$ cat src/rtl/register_writeback_pkg.sv
// ============================================================================
// Module      : register_writeback_pkg
// Description : Shared size codes, flag bit indices and GPR indices for the
//               register writeback stage.
// Revision    : 1.0 - initial release
// ============================================================================
`default_nettype none

package register_writeback_pkg;

    localparam logic [1:0] SIZE_8  = 2'd0;
    localparam logic [1:0] SIZE_16 = 2'd1;
    localparam logic [1:0] SIZE_32 = 2'd2;

    localparam int FLAG_CF = 0;
    localparam int FLAG_PF = 1;
    localparam int FLAG_ZF = 2;
    localparam int FLAG_AF = 3;
    localparam int FLAG_SF = 4;
    localparam int FLAG_OF = 5;

    localparam logic [2:0] EAX = 3'd0;
    localparam logic [2:0] ECX = 3'd1;
    localparam logic [2:0] EDX = 3'd2;
    localparam logic [2:0] EBX = 3'd3;
    localparam logic [2:0] ESP = 3'd4;
    localparam logic [2:0] EBP = 3'd5;
    localparam logic [2:0] ESI = 3'd6;
    localparam logic [2:0] EDI = 3'd7;

    // The illegal size code is committed as a full 32-bit write.
    function automatic logic [1:0] legal_size(input logic [1:0] size);
        return (size == 2'd3) ? SIZE_32 : size;
    endfunction

endpackage

`default_nettype wire

$ cat src/rtl/register_writeback_fifo2.sv
// ============================================================================
// Module      : wb_fifo2
// Description : Two-entry in-order FIFO with async active-low reset.
// Revision    : 1.0 - initial release
// ============================================================================
`default_nettype none

module wb_fifo2 #(
    parameter int WIDTH = 8
) (
    input  logic             clk,
    input  logic             reset,
    input  logic             push,
    input  logic             pop,
    input  logic [WIDTH-1:0] din,
    output logic [1:0]       count,
    output logic [WIDTH-1:0] head
);

    logic [WIDTH-1:0] mem_q [2];
    logic             wr_ptr_q;
    logic             rd_ptr_q;
    logic [1:0]       count_q;
    logic [1:0]       count_d;
    logic             w_do_push;
    logic             w_do_pop;

    assign w_do_push = push && (count_q != 2'd2);
    assign w_do_pop  = pop && (count_q != 2'd0);
    assign count_d   = count_q + {1'b0, w_do_push} - {1'b0, w_do_pop};

    always_ff @(posedge clk or negedge reset) begin
        if (!reset) begin
            for (int i = 0; i < 2; i++) begin
                mem_q[i] <= '0;
            end
            wr_ptr_q <= 1'b0;
            rd_ptr_q <= 1'b0;
            count_q  <= 2'd0;
        end else begin
            if (w_do_push) begin
                mem_q[wr_ptr_q] <= din;
                wr_ptr_q        <= ~wr_ptr_q;
            end
            if (w_do_pop) begin
                rd_ptr_q <= ~rd_ptr_q;
            end
            count_q <= count_d;
        end
    end

    assign count = count_q;
    assign head  = mem_q[rd_ptr_q];

endmodule

`default_nettype wire

$ cat src/rtl/register_writeback.sv
// ============================================================================
// Module      : register_writeback
// Description : Buffers execute results and commits them in order to the
//               register file, EFLAGS and the scoreboard release port.
// Revision    : 1.0 - initial release
// ============================================================================
`default_nettype none

module register_writeback
    import register_writeback_pkg::*;
#(
    parameter int DATA_W  = 32,
    parameter int FLAGS_W = 6
) (
    input  logic               clk,
    input  logic               reset,
    input  logic               ex_valid,
    output logic               ex_ready,
    input  logic [2:0]         ex_reg,
    input  logic               ex_reg_is_valid,
    input  logic [1:0]         ex_size,
    input  logic [DATA_W-1:0]  ex_data,
    input  logic               ex_flags_we,
    input  logic [FLAGS_W-1:0] ex_flags,
    input  logic               wb_enable,
    output logic               rf_we,
    output logic [2:0]         rf_reg,
    output logic [1:0]         rf_size,
    output logic [DATA_W-1:0]  rf_data,
    output logic               flags_we,
    output logic [FLAGS_W-1:0] flags,
    output logic [2:0]         wb_reg,
    output logic               wb_is_valid
);

    localparam int ENTRY_W = 3 + 1 + 2 + DATA_W + 1 + FLAGS_W;
    localparam int HOLD_W  = 3 + 2 + DATA_W + FLAGS_W;

    logic               w_push;
    logic               w_pop;
    logic               w_not_empty;
    logic [1:0]         w_count;
    logic [1:0]         w_count_next;
    logic [ENTRY_W-1:0] w_din;
    logic [ENTRY_W-1:0] w_head;

    logic [2:0]         w_h_reg;
    logic               w_h_rv;
    logic [1:0]         w_h_size;
    logic [DATA_W-1:0]  w_h_data;
    logic               w_h_fwe;
    logic [FLAGS_W-1:0] w_h_flags;

    logic               ready_q;
    logic [HOLD_W-1:0]  hold_q;
    logic [HOLD_W-1:0]  w_out;

    assign w_not_empty  = (w_count != 2'd0);
    assign w_push       = ex_valid && ready_q;
    assign w_pop        = w_not_empty && wb_enable;
    assign w_count_next = w_count + {1'b0, w_push} - {1'b0, w_pop};

    assign w_din = {ex_reg, ex_reg_is_valid, legal_size(ex_size),
                    ex_data, ex_flags_we, ex_flags};

    wb_fifo2 #(
        .WIDTH (ENTRY_W)
    ) u_fifo (
        .clk   (clk),
        .reset (reset),
        .push  (w_push),
        .pop   (w_pop),
        .din   (w_din),
        .count (w_count),
        .head  (w_head)
    );

    assign {w_h_reg, w_h_rv, w_h_size, w_h_data, w_h_fwe, w_h_flags} = w_head;

    // Ready is registered from the next count so wb_enable never reaches it
    // combinationally, and it stays low throughout reset.
    always_ff @(posedge clk or negedge reset) begin
        if (!reset) begin
            ready_q <= 1'b0;
            hold_q  <= '0;
        end else begin
            ready_q <= (w_count_next != 2'd2);
            if (w_not_empty) begin
                hold_q <= {w_h_reg, w_h_size, w_h_data, w_h_flags};
            end
        end
    end

    assign w_out = w_not_empty ? {w_h_reg, w_h_size, w_h_data, w_h_flags} : hold_q;
    assign {rf_reg, rf_size, rf_data, flags} = w_out;

    assign ex_ready    = ready_q;
    assign wb_reg      = rf_reg;
    assign rf_we       = w_not_empty && w_h_rv && wb_enable;
    assign flags_we    = w_not_empty && w_h_fwe && wb_enable;
    assign wb_is_valid = rf_we;

endmodule

`default_nettype wire

$ cat config.mk
export PLATFORM = sky130hd
export DESIGN_NAME = register_writeback
export DESIGN_NICKNAME = d
export VERILOG_FILES = /design/src/rtl/register_writeback_pkg.sv /design/src/rtl/register_writeback_fifo2.sv /design/src/rtl/register_writeback.sv
export SDC_FILE = /design/constraint.sdc
export NUM_CORES = 1
export LEC_CHECK = 0
export CAP_MARGIN = 5
export CORE_UTILIZATION = 50
export CTS_CLUSTER_SIZE = 28
export DETAILED_ROUTE_END_ITERATION = 16
export HOLD_SLACK_MARGIN = 0.1
export PLACE_DENSITY_LB_ADDON = 0.08
export SLEW_MARGIN = 30
export SYNTH_ARGS = -nofsm -noshare
export SYNTH_HDL_FRONTEND = slang
export SYNTH_SLANG_ARGS = --single-unit
$ cat constraint.sdc
create_clock -name clk -period 3 [get_ports clk]
set_clock_uncertainty 0.2 [all_clocks]
set_input_delay 0.45 -clock clk [delete_from_list [all_inputs] [get_ports clk]]
set_output_delay 0.45 -clock clk [all_outputs]
set_load 0.05 [all_outputs]
==> impl_results.md, run 1 <==
- Status: complete, no violations
- Routed wire length: 10900 um
- Crit Path Class: reg -> out
- Slew Viols, Final: 0
- CP Max Fanout: 36
- Post-route minimum period: 2810 ps
- Initial core utilization: 52.0%
- Worst Tran Pin Value: 616 ps
- Critical Path AT: 2160 ps
- Antenna viol nets, final: 0
- Vias in the first global route: 3772
- 1st-iter DRT viols: 74
- H-tree Lvls: 4
- Yosys warning count: 0
- Via count: 3461
- Die area: 11800 um^2
- Worst-Skew Late Latency: 400 ps
- Post-CTS Setup Bufs: 0
- Core Box Area: 10900 um^2
- Fin crit share: 93.7%
- Yosys top cell by area: dfrtp_1
- Site row count: 38
- Clk buf depth: 2
- Total track usage: 20.8%
- Nets: 564
- Setup_tns: 0 ps
- Critical Path End Type: output pin
- CTS-repair resized insts: 0
- CP delay by family, top: simple AND/OR/NAND/NOR gates
- Post-DR wirelength/cell: 16.5 um
- Slowest cell on the critical path: or2_2
- PortBufs: 98
- DRC errors left: 0
- Routed vias/inst: 5.24
- CTS tree: yes
- CP bufs+invs: 2
- Synth top area share: 60.8%
- Most used cell, CP: buf_12
- CP Data Required Time: 2350 ps
- Clock-pin slew on the worst setup and hold paths: 60 ps
- Max Clk Rate: 356 MHz
- Die Span Y: 109 um
- Crit-path max cell delay: 490 ps
- Synth unique cells: 20
- Syn_nets: 466
- First-pass GRT wire length: 18400 um
- Synth Area per Inst: 13.8 um^2
- Commonest non-fill, non-tap cell in the layout: dfrtp_1
- Num CTS Buffers: 17
- Die width: 109 um
- Pre-Repair DR Iteration Count: 4
- Largest net degree at the start of global routing: 65
- Area growth syn-to-layout: 39.7%
- RSZ-0062 raised after global routing: false
- GPL Wtd Cong: 0.726
- Post-synthesis cell area: 5680 um^2
- Layout cells sized above 1: 34.7%
- Max-cap violation count: 0
- Ports: 99
- Final hold viol count: 0
- Hold WC Path Type: reg -> reg
- Hold buffers post-CTS: 1
- Final setup viols: 0
- Area contributors post-synth: dfrtp_1, mux2_2, mux2i_1
- Commonest non-fill, non-tap cells in the layout: dfrtp_1, mux2_2, buf_12
- Hpwl dp: 7050 um
- Seq/Total Area, Yosys: 60.8%
- Initial antenna violation count: 0
- CP Launch Type: register
- Fillers: 745
- Cell count after synthesis: 413
- Synthesized flop and latch total: 138
- Crit-path cells: or2_2 -> buf_12 -> a21oi_1 -> buf_12
- Clock root buffer: clkbuf_16
- Max_slew headroom: 58.9%
- Grt ovf: 0
- Sink Count: 138
- Antenna fix cells: 0
-- per-stage QoR --
step | instances | hold slack, ps | util (%) | instance area, um^2 | setup WS [ps]
2_1_floorplan | 413 | -45.6 | - | 5680 | 2.96
3_3_place_gp | 631 | 277 | 66.8 | 7310 | 621
3_5_place_dp | 631 | 278 | 66.8 | 7310 | 594
4_1_cts | 661 | 307 | 72.6 | 7940 | 187
5_1_grt | 661 | 314 | 72.6 | 7940 | 108
6_report | 661 | 303 | 72.6 | 7940 | 189
-- cell usage after synthesis --
| master | number |
|---|---|
| or2_2 | 1 |
| mux2_4 | 6 |
| mux2i_1 | 45 |
| a21oi_1 | 44 |
| xnor2_1 | 5 |
| ha_1 | 4 |
| buf_4 | 4 |
| nand4_2 | 1 |
| buf_6 | 5 |
| nor2_1 | 45 |
| clkbuf_1 | 4 |
| nor3b_2 | 1 |
| nor2b_1 | 1 |
| mux2_2 | 84 |
| nand2_1 | 2 |
| nand2b_1 | 2 |
| dfrtp_1 | 138 |
| inv_1 | 5 |
| xor2_1 | 1 |
| buf_2 | 15 |
-- final cells by class --
type	instances	area (um^2)	share of cell area (%)
clock buffers	17	425	5.36
repair buffers	107	1620	20.4
inverters	5	18.8	0.236
well taps	140	175	2.21
flip-flops and latches	138	3450	43.5
multi-input cells	242	2050	25.8
clock inverters	12	200	2.52
-- cells by family (layout without fill, tap and decap cells) --
logic type	Yosys count	in the layout	share of synthesized area, %
simple gates	53	53	3.98
compound gates	44	44	3.87
mux	135	135	26.2
buf+inv	33	141	3.43
fa+ha+maj	4	4	0.881
xor+xnor	6	6	0.924
flops	138	138	60.8
-- sequential cells by signal, summed over array words and instances (netlist names) --
| signal | count |
|---|---|
| ex_ready | 1 |
| hold_q | 43 |
| u_fifo.rd_ptr_q | 1 |
| u_fifo.mem_q | 90 |
| u_fifo.count | 2 |
| u_fifo.wr_ptr_q | 1 |
-- metal layers --
layer | GRT usage [%] | share of wire [%]
met1 | 26.0 | 43
met2 | 34.5 | 50
met3 | 6.52 | 4.9
met4 | 6.66 | 1.3
met5 | 0 | 0
-- final timing paths --
check | from | end | slack, ps | depth (start not counted)
worst max-delay path | u_fifo.count[1] | flags[1] | 190 | 4
worst min-delay path | u_fifo.mem_q[43] | u_fifo.mem_q[43] | 300 | 1
worst max register to register | u_fifo.count[1] | ex_ready | 600 | 9
worst min register to register | u_fifo.mem_q[43] | u_fifo.mem_q[43] | 300 | 1
max in group asynchronous | reset | u_fifo.mem_q[84] | 1350 | 3
min in group asynchronous | reset | hold_q[10] | 380 | 2
Power of run 1 is not shown: default switching activity piles up to over one toggle a cycle in this logic, so the estimate is an artifact.
==> run 2: changes to the inputs <==
--- a/config.mk
+++ b/config.mk
@@ -10,7 +10,8 @@
 export CTS_CLUSTER_SIZE = 28
 export DETAILED_ROUTE_END_ITERATION = 16
 export HOLD_SLACK_MARGIN = 0.1
-export PLACE_DENSITY_LB_ADDON = 0.08
+export PLACE_DENSITY_LB_ADDON = 0.12
+export REMOVE_ABC_BUFFERS = 1
 export SLEW_MARGIN = 30
 export SYNTH_ARGS = -nofsm -noshare
 export SYNTH_HDL_FRONTEND = slang
==> run 2 against run 1 <==
Net effect:
- sequential cell count stayed put
- global-route usage decreased by 0.23 points
- critical path depth unchanged
- setup slack better by 67 ps
- non-clock buffer count unchanged
- critical path type unchanged
- via count fell by 0.14%
- utilization is 0.31 points lower
- critical endpoint is now wb_reg[0]
==> impl_results.md, run 2 (synthesis gave the netlist of run 1 again) <==
- Status: complete, no violations (unchanged)
- Most used cell, CP: buf_12 (unchanged)
- Area growth syn-to-layout: 39.1% (was 39.7%)
- Hpwl dp: 6810 um (was 7050 um)
- Critical Path End Type: output pin (unchanged)
- Total track usage: 20.6% (was 20.8%)
- Via count: 3456 (was 3461)
- Final setup viols: 0 (unchanged)
- Crit Path Class: reg -> out (unchanged)
- Hold Slack: 302 ps (was 303 ps)
- Die Span Y: 109 um (unchanged)
- CP Data Required Time: 2350 ps (about the same)
- Commonest non-fill, non-tap cells in the layout: dfrtp_1, mux2_2, buf_12 (unchanged)
- Layout Cells excl Fill: 663 (was 661)
- DP Area: 7300 um^2 (was 7310 um^2)
- CP bufs+invs: 2 (unchanged)
- Crit-path max cell delay: 470 ps (was 490 ps)
- Worst-Skew Late Latency: 410 ps (was 400 ps)
- Worst Tran Pin Value: 628 ps (was 616 ps)
- Most flop-heavy register: u_fifo.mem_q (unchanged)
- Site row count: 38 (unchanged)
- Ports: 99 (unchanged)
- Initial core utilization: 52.0% (unchanged)
- CP Max Fanout: 45 (was 36)
- Sink Count: 138 (unchanged)
- Crit-path cells: or2_2 -> buf_12 -> a21oi_1 -> buf_12 (unchanged)
- First-pass GRT wire length: 18100 um (was 18400 um)
- Commonest non-fill, non-tap cell in the layout: dfrtp_1 (unchanged)
- CP Launch Type: register (unchanged)
- CP delay by family, top: compound AO/OA/AOI/OAI gates (was simple AND/OR/NAND/NOR gates)
- 1st-iter DRT viols: 116 (was 74)
- FF-to-FF Start: u_fifo.count[1] (unchanged)
- Routed vias/inst: 5.21 (was 5.24)
- Routed wire length: 11100 um (was 10900 um)
- Antenna fix cells: 0 (unchanged)
- Nets: 564 (unchanged)
- Post-CTS Setup Bufs: 0 (unchanged)
- Initial antenna violation count: 0 (unchanged)
- Clock root buffer: clkbuf_16 (unchanged)
- Clk buf depth: 2 (unchanged)
- Fillers: 740 (was 745)
- PortBufs: 98 (unchanged)
- H-tree Lvls: 4 (unchanged)
- R2R depth: 10 (was 9)
- Final Cell Area: 7910 um^2 (was 7940 um^2)
- Max-cap violation count: 0 (unchanged)
- Grt ovf: 0 (unchanged)
- Num CTS Buffers: 17 (unchanged)
- Hold WC Path Type: reg -> reg (unchanged)
- Die area: 11800 um^2 (unchanged)
- Antenna viol nets, final: 0 (unchanged)
- Largest net degree at the start of global routing: 72 (was 65)
- Max Clk Rate: 364 MHz (was 356 MHz)
- Max_slew headroom: 58.1% (was 58.9%)
- Clock-pin slew on the worst setup and hold paths: 50 ps (was 60 ps)
- RSZ-0062 raised after global routing: false (unchanged)
- DRC errors left: 0 (unchanged)
- Fin crit share: 91.5% (was 93.7%)
- Setup_tns: 0 ps (unchanged)
- Vias in the first global route: 3648 (was 3772)
- Max reg flops: 90 (unchanged)
- GPL Wtd Cong: 0.695 (was 0.726)
- Slew Viols, Final: 0 (unchanged)
- R2r setup slk: 600 ps (about the same)
- Post-route minimum period: 2740 ps (was 2810 ps)
- Worst Hold Depth: 1 (unchanged)
- Post-DR wirelength/cell: 16.7 um (was 16.5 um)
- Final hold viol count: 0 (unchanged)
- Min-delay src: u_fifo.mem_q[35] (was u_fifo.mem_q[43])
- Pre-Repair DR Iteration Count: 4 (unchanged)
- Layout cells sized above 1: 34.6% (was 34.7%)
- Slowest cell on the critical path: a21oi_1 (was or2_2)
- Core Box Area: 10900 um^2 (unchanged)
- Die width: 109 um (unchanged)
- CTS tree: yes (unchanged)
- Reg-to-reg endpoint: ex_ready (unchanged)
- Critical Path AT: 2090 ps (was 2160 ps)
- Dpl cells: 631 (unchanged)
- Hold worst-path end: u_fifo.mem_q[35] (was u_fifo.mem_q[43])
## run 2: final cells by class
type                    instances  area (um^2)  share of cell area (%)
well taps                     140          175                    2.21
flip-flops and latches        138         3450                    43.7
inverters                       5         18.8                   0.237
multi-input cells             242         2040                    25.8
repair buffers                107         1620                    20.5
clock buffers                  25          515                    6.52
clock inverters                 6         85.1                    1.08
## run 2: worst max-delay path by stage
stage | start | end | slack (ps) | depth (start not counted)
finish | u_fifo.count[1] | wb_reg[0] | 260 | 4
global route | u_fifo.count[1] | rf_reg[2] | 160 | 4
CTS | u_fifo.count[1] | rf_reg[2] | 220 | 4
detailed placement | u_fifo.count[1] | ex_ready | 610 | 10
global placement | u_fifo.count[1] | ex_ready | 650 | 10
floorplan | u_fifo.rd_ptr_q | rf_reg[0] | -1030 | 2
## run 2: layer usage
| metal | share of wire (%) | global-route usage (%) | wire (um) | vias to the layer above |
|---|---|---|---|---|
| met5 | 0 | 0 | 0 | - |
| met4 | 0.90 | 6.76 | 99 | 0 |
| met3 | 4.4 | 5.98 | 483 | 10 |
| met2 | 50 | 33.2 | 5520 | 79 |
| met1 | 45 | 26.8 | 4960 | 1745 |
| li1 | - | - | - | 1622 |
## run 2: per-stage QoR
step	setup WS [ps]	utilization [%]
floorplan	-1030	-
global placement	650	66.7
detailed placement	606	66.7
CTS	223	72.3
global route	161	72.3
finish	256	72.3
## run 2: what timing repair did
| item | in CTS | in global routing |
|---|---|---|
| hold buffers | 1 | 0 |
| gates resized for setup | 0 | 0 |
| hold endpoints to repair | 67 | 0 |
Power of run 2 is left out for the same reason.
==> run 3: changes to the inputs <==
--- a/config.mk
+++ b/config.mk
@@ -7,8 +7,9 @@
 export LEC_CHECK = 0
 export CAP_MARGIN = 5
 export CORE_UTILIZATION = 50
-export CTS_CLUSTER_SIZE = 28
+export CTS_CLUSTER_SIZE = 8
 export DETAILED_ROUTE_END_ITERATION = 16
+export GPL_ROUTABILITY_DRIVEN = 0
 export HOLD_SLACK_MARGIN = 0.1
 export PLACE_DENSITY_LB_ADDON = 0.12
 export REMOVE_ABC_BUFFERS = 1
==> results of run 3 <==
No change in the layout: final DEF, timing and power equal those of run 2.
Power of run 3 is left out for the same reason.
